==> src/rtl/booth_mult_seq_if.sv <==
// Start/ready handshake bundle for booth_mult_seq: operands in, status and product out.
interface booth_mult_seq_if #(
  parameter int N = 4
);
  logic                  start;
  logic signed [N-1:0]   a;
  logic signed [N-1:0]   b;
  logic                  ready;
  logic                  busy;
  logic                  done;
  logic signed [2*N-1:0] p;

  modport master (output start, a, b, input ready, busy, done, p);
  modport slave  (input start, a, b, output ready, busy, done, p);
endinterface

==> src/rtl/booth_mult_seq.sv <==
// Sequential radix-2 Booth signed multiplier, one add/sub-and-shift step per clock.
// Define BOOTH_ZERO_SKIP_EN to complete zero-operand multiplies directly on the accepting edge.
module booth_mult_seq #(
  parameter int N = 4
) (
  input  logic          clk,
  input  logic          clr,
  booth_mult_seq_if.slave bus
);

  localparam int CNT_W = (N > 2) ? $clog2(N) : 1;

  typedef enum logic [1:0] {
    S_IDLE = 2'd0,
    S_CALC = 2'd1,
    S_DONE = 2'd2
  } state_t;

  state_t                state;
  state_t                state_next;

  logic signed [N:0]     m;
  logic signed [N:0]     acc;
  logic        [N-1:0]   q;
  logic                  q_1;
  logic        [CNT_W-1:0] cnt;
  logic signed [2*N-1:0] p_reg;

  logic signed [N:0]     sum;
  logic signed [N:0]     acc_n;
  logic        [N-1:0]   q_n;
  logic                  last_step;
  logic                  zero_skip;
  logic                  accept;
  logic                  ready;
  logic                  busy;
  logic                  done;

`ifdef BOOTH_ZERO_SKIP_EN
  assign zero_skip = (bus.a == '0) || (bus.b == '0);
`else
  assign zero_skip = 1'b0;
`endif

  assign last_step = (cnt == CNT_W'(N - 1));
  assign accept    = ready && bus.start;

  // NOTE: every combinational output is given a default first so no path can infer a latch.
  always_comb begin
    sum = acc;
    case ({q[0], q_1})
      2'b01:   sum = acc + m;
      2'b10:   sum = acc - m;
      default: sum = acc;
    endcase
    acc_n = {sum[N], sum[N:1]};
    q_n   = {sum[0], q[N-1:1]};
  end

  // NOTE: sequential state uses non-blocking assignments so all registers update from pre-edge values.
  always_ff @(posedge clk or posedge clr) begin
    if (clr) state <= S_IDLE;
    else     state <= state_next;
  end

  always_comb begin
    state_next = state;
    case (state)
      S_IDLE: if (bus.start) state_next = zero_skip ? S_DONE : S_CALC;
      S_CALC: if (last_step) state_next = S_DONE;
      S_DONE: begin
        if (bus.start) state_next = zero_skip ? S_DONE : S_CALC;
        else           state_next = S_IDLE;
      end
      default: state_next = S_IDLE;
    endcase
  end

  // Status flags come from the state register only, never from start.
  always_comb begin
    ready = 1'b0;
    busy  = 1'b0;
    done  = 1'b0;
    case (state)
      S_IDLE:  ready = 1'b1;
      S_CALC:  busy  = 1'b1;
      S_DONE:  begin ready = 1'b1; done = 1'b1; end
      default: ready = 1'b0;
    endcase
  end

  // Datapath: an abandoned operation must leave nothing behind, so every register clears.
  always_ff @(posedge clk or posedge clr) begin
    if (clr) begin
      m     <= '0;
      acc   <= '0;
      q     <= '0;
      q_1   <= 1'b0;
      cnt   <= '0;
      p_reg <= '0;
    end else if (accept) begin
      m   <= {bus.a[N-1], bus.a};
      q   <= bus.b;
      acc <= '0;
      q_1 <= 1'b0;
      cnt <= '0;
      if (zero_skip) p_reg <= '0;
    end else if (state == S_CALC) begin
      acc <= acc_n;
      q   <= q_n;
      q_1 <= q[0];
      cnt <= cnt + CNT_W'(1);
      if (last_step) p_reg <= {acc_n[N-1:0], q_n};
    end
  end

  assign bus.ready = ready;
  assign bus.busy  = busy;
  assign bus.done  = done;
  assign bus.p     = p_reg;

endmodule

==> src/flat_wrapper.sv <==
// flat-port wrapper written by rule: the top's interface ports become plain ports
module booth_mult_seq_flat 
#(
  parameter int N = 4
)
  (clk, clr, bus_start, bus_a, bus_b, bus_ready, bus_busy, bus_done, bus_p);
  booth_mult_seq_if #(.N(N)) bus_i ();
  input  logic clk;
  input  logic clr;
  input wire logic [$bits(bus_i.start)-1:0] bus_start;
  input wire logic [$bits(bus_i.a)-1:0] bus_a;
  input wire logic [$bits(bus_i.b)-1:0] bus_b;
  output wire logic [$bits(bus_i.ready)-1:0] bus_ready;
  output wire logic [$bits(bus_i.busy)-1:0] bus_busy;
  output wire logic [$bits(bus_i.done)-1:0] bus_done;
  output wire logic [$bits(bus_i.p)-1:0] bus_p;
  assign bus_i.start = bus_start;
  assign bus_i.a = bus_a;
  assign bus_i.b = bus_b;
  assign bus_ready = bus_i.ready;
  assign bus_busy = bus_i.busy;
  assign bus_done = bus_i.done;
  assign bus_p = bus_i.p;
  booth_mult_seq #(.N(N)) u_core (.clk(clk), .clr(clr), .bus(bus_i));
endmodule
==> config.mk <==
export PLATFORM = sky130hd
export DESIGN_NAME = booth_mult_seq_flat
export DESIGN_NICKNAME = d
export VERILOG_FILES = /design/src/rtl/booth_mult_seq_if.sv /design/src/rtl/booth_mult_seq.sv /design/src/flat_wrapper.sv
export SDC_FILE = /design/constraint.sdc
export NUM_CORES = 1
export LEC_CHECK = 0
export CORE_MARGIN = 2
export CORE_UTILIZATION = 52
export CTS_CLUSTER_SIZE = 14
export DETAILED_ROUTE_END_ITERATION = 7
export GPL_ROUTABILITY_DRIVEN = 0
export PLACE_DENSITY_LB_ADDON = 0.12
export SLEW_MARGIN = 20
export SYNTH_ARGS = -nofsm -noshare
export SYNTH_HDL_FRONTEND = slang
export SYNTH_SLANG_ARGS = --single-unit
==> constraint.sdc <==
create_clock -name clk -period 2.7 [get_ports clk]
set_input_delay 0.54 -clock clk [delete_from_list [all_inputs] [get_ports clk]]
set_output_delay 0.54 -clock clk [all_outputs]
set_load 0.05 [all_outputs]
==> results of run 1 <==
-- critical path, delay by kind of cell, from the launching register on --
| kind | cells | cell delay (ns) |
|---|---|---|
| simple gates | 1 | 0.32 |
| buf+inv | 2 | 1.00 |
| flops | 1 | 0.39 |
-- routing by layer --
layer  global-route usage  vias to the layer above  wire [um]
met3              0.04444                       10         67
li1                     -                      473          -
met5                    0                        -          0
met1               0.2379                      464       1014
met4               0.1282                        0         85
met2               0.3720                       21       1255
-- layout by cell type (no fill, tap or decap), types with 2 or more instances in the layout --
| cell | n |
|---|---|
| dfrtp_1 | 25 |
| clkdlybuf4s50_1 | 21 |
| nand2_1 | 18 |
| o21ai_0 | 11 |
| inv_1 | 10 |
| mux2_2 | 8 |
| ha_1 | 7 |
| nor2_1 | 5 |
| nor2b_1 | 4 |
| a22o_1 | 3 |
| xnor2_1 | 3 |
| a22oi_1 | 3 |
| clkbuf_4 | 3 |
| nand2b_1 | 2 |
| a21oi_1 | 2 |
| buf_4 | 2 |
-- cell families (layout without fill, tap and decap cells) --
group	count (synthesis)	count (layout)	synth area share
DFF	25	25	0.4822
adders and majority gates	8	8	0.08293
xor gates and xnor gates	4	4	0.02701
muxes	9	9	0.07715
AOI/OAI and AO/OA	27	27	0.1369
and+or+nand+nor	38	38	0.1427
buffers and inverters	14	38	0.05111
-- metrics by stage --
| stage | hold slack [ns] | setup WS (ns) | cell area [um2] | utilization | std cells |
|---|---|---|---|---|---|
| after global placement | 0.4643 | 0.3046 | 1540 | 0.6391 | 175 |
| after floorplan | 0.4650 | 0.3766 | 1297 | - | 125 |
| after CTS | 0.4213 | 0.1281 | 1567 | 0.6501 | 179 |
| after global routing | 0.4334 | 0.03176 | 1573 | 0.6526 | 179 |
| after detailed placement | 0.4856 | 0.2124 | 1540 | 0.6391 | 175 |
| final | 0.4214 | 0.1369 | 1573 | 0.6526 | 179 |
-- final cells by class --
cell class | count | area [um2] | area share
sequential | 25 | 625.6 | 0.3978
multi-input combinational | 86 | 611.8 | 0.3890
timing repair buffer | 23 | 225.2 | 0.1432
inverter | 11 | 46.29 | 0.02944
tap | 30 | 37.54 | 0.02387
clock buffer | 4 | 26.28 | 0.01671
-- how the worst max path moves through the flow --
stage	depth (start not counted)	end	from
5_1_grt	9	u_core.bus.p[7]	u_core.m[0]
6_report	3	bus_busy	u_core.state[1]
3_5_place_dp	9	u_core.bus.p[7]	u_core.q_1
4_1_cts	3	bus_busy	u_core.state[1]
2_1_floorplan	9	u_core.bus.p[7]	u_core.q_1
3_3_place_gp	9	u_core.bus.p[7]	u_core.q_1
-- repair_timing --
action / 4_1_cts / 5_1_grt
buffers inserted: 0 / 0
gates resized for setup: 0 / 1
setup endpoints to repair: 0 / 1
==> results.json, run 1 <==
{
  "tightestPinTransition_ns": 0.4994,
  "yosys.cell_count.top_type": "dfrtp_1",
  "place_hpwl_mm": 1.936,
  "synth_commonest_cells": "25 x dfrtp_1, 18 x nand2_1, 11 x o21ai_0",
  "drc": 0,
  "r2r_start": "u_core.m[0]",
  "synth.top_cells.by_area": "dfrtp_1 48%, mux2_2 6.9%, ha_1 6.8%",
  "syn_nets": 144,
  "largest_reg_flops": 8,
  "routed_wl_mm": 2.422,
  "finalSetupViolCount": 0,
  "yosysTopAreaCell": "dfrtp_1",
  "wl_per_cell_um": 13.53,
  "reg2reg_to": "u_core.bus.p[7]",
  "clkTransAtPathRegs_ns": 0.13,
  "max_freq_mhz": 390.2,
  "critPathRequiredTime_ns": 2.16,
  "ys_seq_area_frac": 0.4822,
  "drt_first_pass_iters": 4,
  "synth_top_area_frac": 0.4822,
  "antennaDiodeCount": 0,
  "endpoint_kind": "primary output",
  "outcome": "finished, final reports clean",
  "crit_path_max_fanout": 10,
  "rsz0062_at_grt": "false",
  "rrSetupSlack_ns": 0.18,
  "fp.dieH_um": 53.95,
  "max_stage_delay_ns": 0.82,
  "netlist_instances": 125,
  "synth-seq-cells": 25,
  "antenna_found_initial": 0,
  "cts_hold_buf": 0,
  "cts_buffer_depth": 2,
  "first_global_vias": 1034,
  "coreArea_mm2": 0.002410,
  "fillers": 189,
  "ioPinCount": 22,
  "arrival_ns": 2.02,
  "num_vias": 968,
  "worstRegToRegCells": 9,
  "yosysWarnings": 0,
  "cpMaxStageDelayCell": "clkdlybuf4s50_1",
  "min_path_type": "input pin to async pin",
  "skew_ns": 0.004744,
  "start_util": 0.5384,
  "drive_gt1_frac": 0.1342,
  "drv_cap": 0,
  "cts_tree": "yes",
  "worst-setup-path-type": "flop to primary output",
  "crit_path_start_kind": "flop",
  "hold_viol": 0,
  "clock_sinks": 25,
  "numPortBuffers": 21,
  "synthDistinctLibCells": 37,
  "rows": 18,
  "antenna_left": 0,
  "netlist_area_mm2": 0.001297,
  "htree_levels": 1,
  "drt_iter0_markers": 9,
  "clk_latency_ns": 0.31,
  "clockRootBuffer": "clkbuf_4",
  "area_delta_synth_final_pct": 21.22,
  "die_w_um": 53.95,
  "min_period_ns": 2.563,
  "cts_buffers": 3,
  "grt_pass1_wl_mm": 4.353,
  "async_flop_share": 1.000,
  "fin_tns_setup_ns": 0,
  "finalMaxSlewViolations": 0,
  "syn_avg_cell_area_um2": 10.38,
  "overflow": 0,
  "synth-edff-count": 0,
  "vias_per_cell": 5.408,
  "min_period_over_period": 0.9493,
  "grt.total_usage": 0.2138,
  "grt_max_degree": 20,
  "die_area_mm2": 0.002911,
  "final_nets": 169,
  "cp_cell_sequence": "nand2b_1 > inv_6 > clkdlybuf4s50_1",
  "max_slew_margin": 0.6660,
  "synthFlopType": "dfrtp_1"
}
Power of run 1 is left out: the tool's default activity adds up to more than one toggle a clock period on the data nets, which glitch-free logic cannot reach.
==> run 2, diff against run 1 <==
--- a/config.mk
+++ b/config.mk
@@ -6,9 +6,10 @@
 export NUM_CORES = 1
 export LEC_CHECK = 0
 export CORE_MARGIN = 2
-export CORE_UTILIZATION = 52
+export CORE_UTILIZATION = 53
 export CTS_CLUSTER_SIZE = 14
 export DETAILED_ROUTE_END_ITERATION = 7
+export DONT_BUFFER_PORTS = 1
 export GPL_ROUTABILITY_DRIVEN = 0
 export PLACE_DENSITY_LB_ADDON = 0.12
 export SLEW_MARGIN = 20
==> run 2 against run 1 <==
Hold slack worse by 0.16 ns. First-iteration DRC count increased by 33%. Non-clock buffer count is 21 lower. Clock skew grew 0.012 ns. Sequential share of layout area increased by 6.3 points. Setup slack better by 0.14 ns. Fmax grew 5.7%. Die area fell by 1.7%. Utilization is 5.0 points lower. Final cell count down 13%. Critical endpoint is now u_core.bus.p[7].
==> results.json, run 2 (synthesis gave the netlist of run 1 again) <==
{
  "outcome": "finished, final reports clean",
  "clock_sinks": 25,
  "clockRootBuffer": "clkbuf_4",
  "drc": 0,
  "drv_cap": 0,
  "cts_hold_buf": 0,
  "overflow": 0,
  "worstRegToRegCells": 9,
  "min_path_type": "input pin to async pin",
  "vias_per_cell": 5.487,
  "clkTransAtPathRegs_ns": 0.16,
  "arrival_ns": 2.67,
  "crit_path_start_kind": "flop",
  "r2r_start": "u_core.q_1",
  "drt_first_pass_iters": 4,
  "cts_resized": 0,
  "fillers": 193,
  "grt_pass1_wl_mm": 3.753,
  "antenna_left": 0,
  "startpoint": "u_core.q_1",
  "die_w_um": 53.48,
  "endpoint_kind": "flop",
  "min_period_over_period": 0.8977,
  "htree_levels": 1,
  "max_freq_mhz": 412.6,
  "cts_tree": "yes",
  "antennaDiodeCount": 0,
  "cts_setup_buffers": 0,
  "fp.dieH_um": 53.48,
  "ioPinCount": 22,
  "critPathRequiredTime_ns": 2.95,
  "max_slew_margin": 0.3829,
  "clk_latency_ns": 0.34,
  "coreArea_mm2": 0.002255,
  "final_cell_mix": "25 x dfrtp_1, 18 x nand2_1, 11 x o21ai_0",
  "first_global_vias": 816,
  "skew_ns": 0.01656,
  "tightestPinTransition_ns": 0.9246,
  "cts_buffers": 3,
  "drt_iter0_markers": 12,
  "fin_tns_setup_ns": 0,
  "die_area_mm2": 0.002860,
  "antenna_found_initial": 0,
  "area_delta_synth_final_pct": 4.725,
  "final_nets": 148,
  "utilization": 0.6027,
  "hold_viol": 0,
  "cts_buffer_depth": 2,
  "worst-setup-path-type": "flop to flop",
  "wl_per_cell_um": 14.19,
  "finalMaxSlewViolations": 0,
  "rsz0062_at_grt": "false",
  "drive_gt1_frac": 0.1563,
  "numPortBuffers": 0,
  "final_common_cell": "dfrtp_1",
  "reg2reg_to": "u_core.bus.p[7]",
  "finalSetupViolCount": 0,
  "hold_ws_ns": 0.2639,
  "start_util": 0.5755,
  "min_period_ns": 2.424,
  "grt_max_degree": 26,
  "largest_reg_flops": 8,
  "num_vias": 856,
  "crit_path_max_fanout": 5,
  "routed_wl_mm": 2.213,
  "place_hpwl_mm": 1.653,
  "rrSetupSlack_ns": 0.28,
  "rows": 17,
  "grt.total_usage": 0.1870
}
## run 2: changes by cell type in the layout (fill, tap and decap cells not counted)
cell             delta
clkdlybuf4s50_1    -21
clkbuf_1            -1
nor4b_1             +1
inv_6               +1
nor4b_2             -1
## run 2: final cells by class
type | count | area (um2) | area share
Inverter | 11 | 46.29 | 0.03407
Tap cell | 28 | 35.03 | 0.02578
Sequential cell | 25 | 625.6 | 0.4604
Clock inverter | 1 | 8.758 | 0.006446
Multi-Input combinational cell | 86 | 605.6 | 0.4457
Clock buffer | 3 | 22.52 | 0.01657
Timing Repair Buffer | 2 | 15.01 | 0.01105
## run 2: critical path: stages, from the launching register on
cell and delay, ns:
dfrtp_1 0.40, inv_1 0.06, ha_1 0.21, mux2_2 0.38
fa_1 0.42, nand2b_1 0.17, a21oi_2 0.13, xnor2_1 0.17
a21boi_0 0.13, o31a_1 0.28
## run 2: how the worst max path moves through the flow
stage | slack [ns] | to | depth (start not counted)
4_1_cts | 0.26 | u_core.bus.p[7] | 9
5_1_grt | 0.07 | u_core.bus.p[7] | 9
2_1_floorplan | 0.38 | u_core.bus.p[7] | 9
6_report | 0.28 | u_core.bus.p[7] | 9
3_5_place_dp | 0.26 | u_core.bus.p[7] | 9
3_3_place_gp | 0.30 | u_core.bus.p[7] | 9
## run 2: metrics by stage
step	cell area (um2)	setup slack (ns)	cells
floorplan	1297	0.3766	125
global placement	1328	0.2965	152
detailed placement	1328	0.2637	152
CTS	1359	0.2573	156
global route	1359	0.06843	156
finish	1359	0.2763	156
## run 2: metal layers
| layer | GRT usage | routed length [um] | part of all wire |
|---|---|---|---|
| met1 | 0.2599 | 1061 | 0.48 |
| met2 | 0.2819 | 964 | 0.44 |
| met3 | 0.03672 | 143 | 0.065 |
| met4 | 0.07692 | 43 | 0.019 |
| met5 | 0 | 0 | 0 |
Power of run 2 is left out for the same reason.
==> run 3, diff against run 2 <==
--- a/config.mk
+++ b/config.mk
@@ -7,7 +7,6 @@
 export LEC_CHECK = 0
 export CORE_MARGIN = 2
 export CORE_UTILIZATION = 53
-export CTS_CLUSTER_SIZE = 14
 export DETAILED_ROUTE_END_ITERATION = 7
 export DONT_BUFFER_PORTS = 1
 export GPL_ROUTABILITY_DRIVEN = 0
==> results of run 3 <==
The final DEF is identical to that of run 2; final timing and power are the same.
Power of run 3 is left out for the same reason.
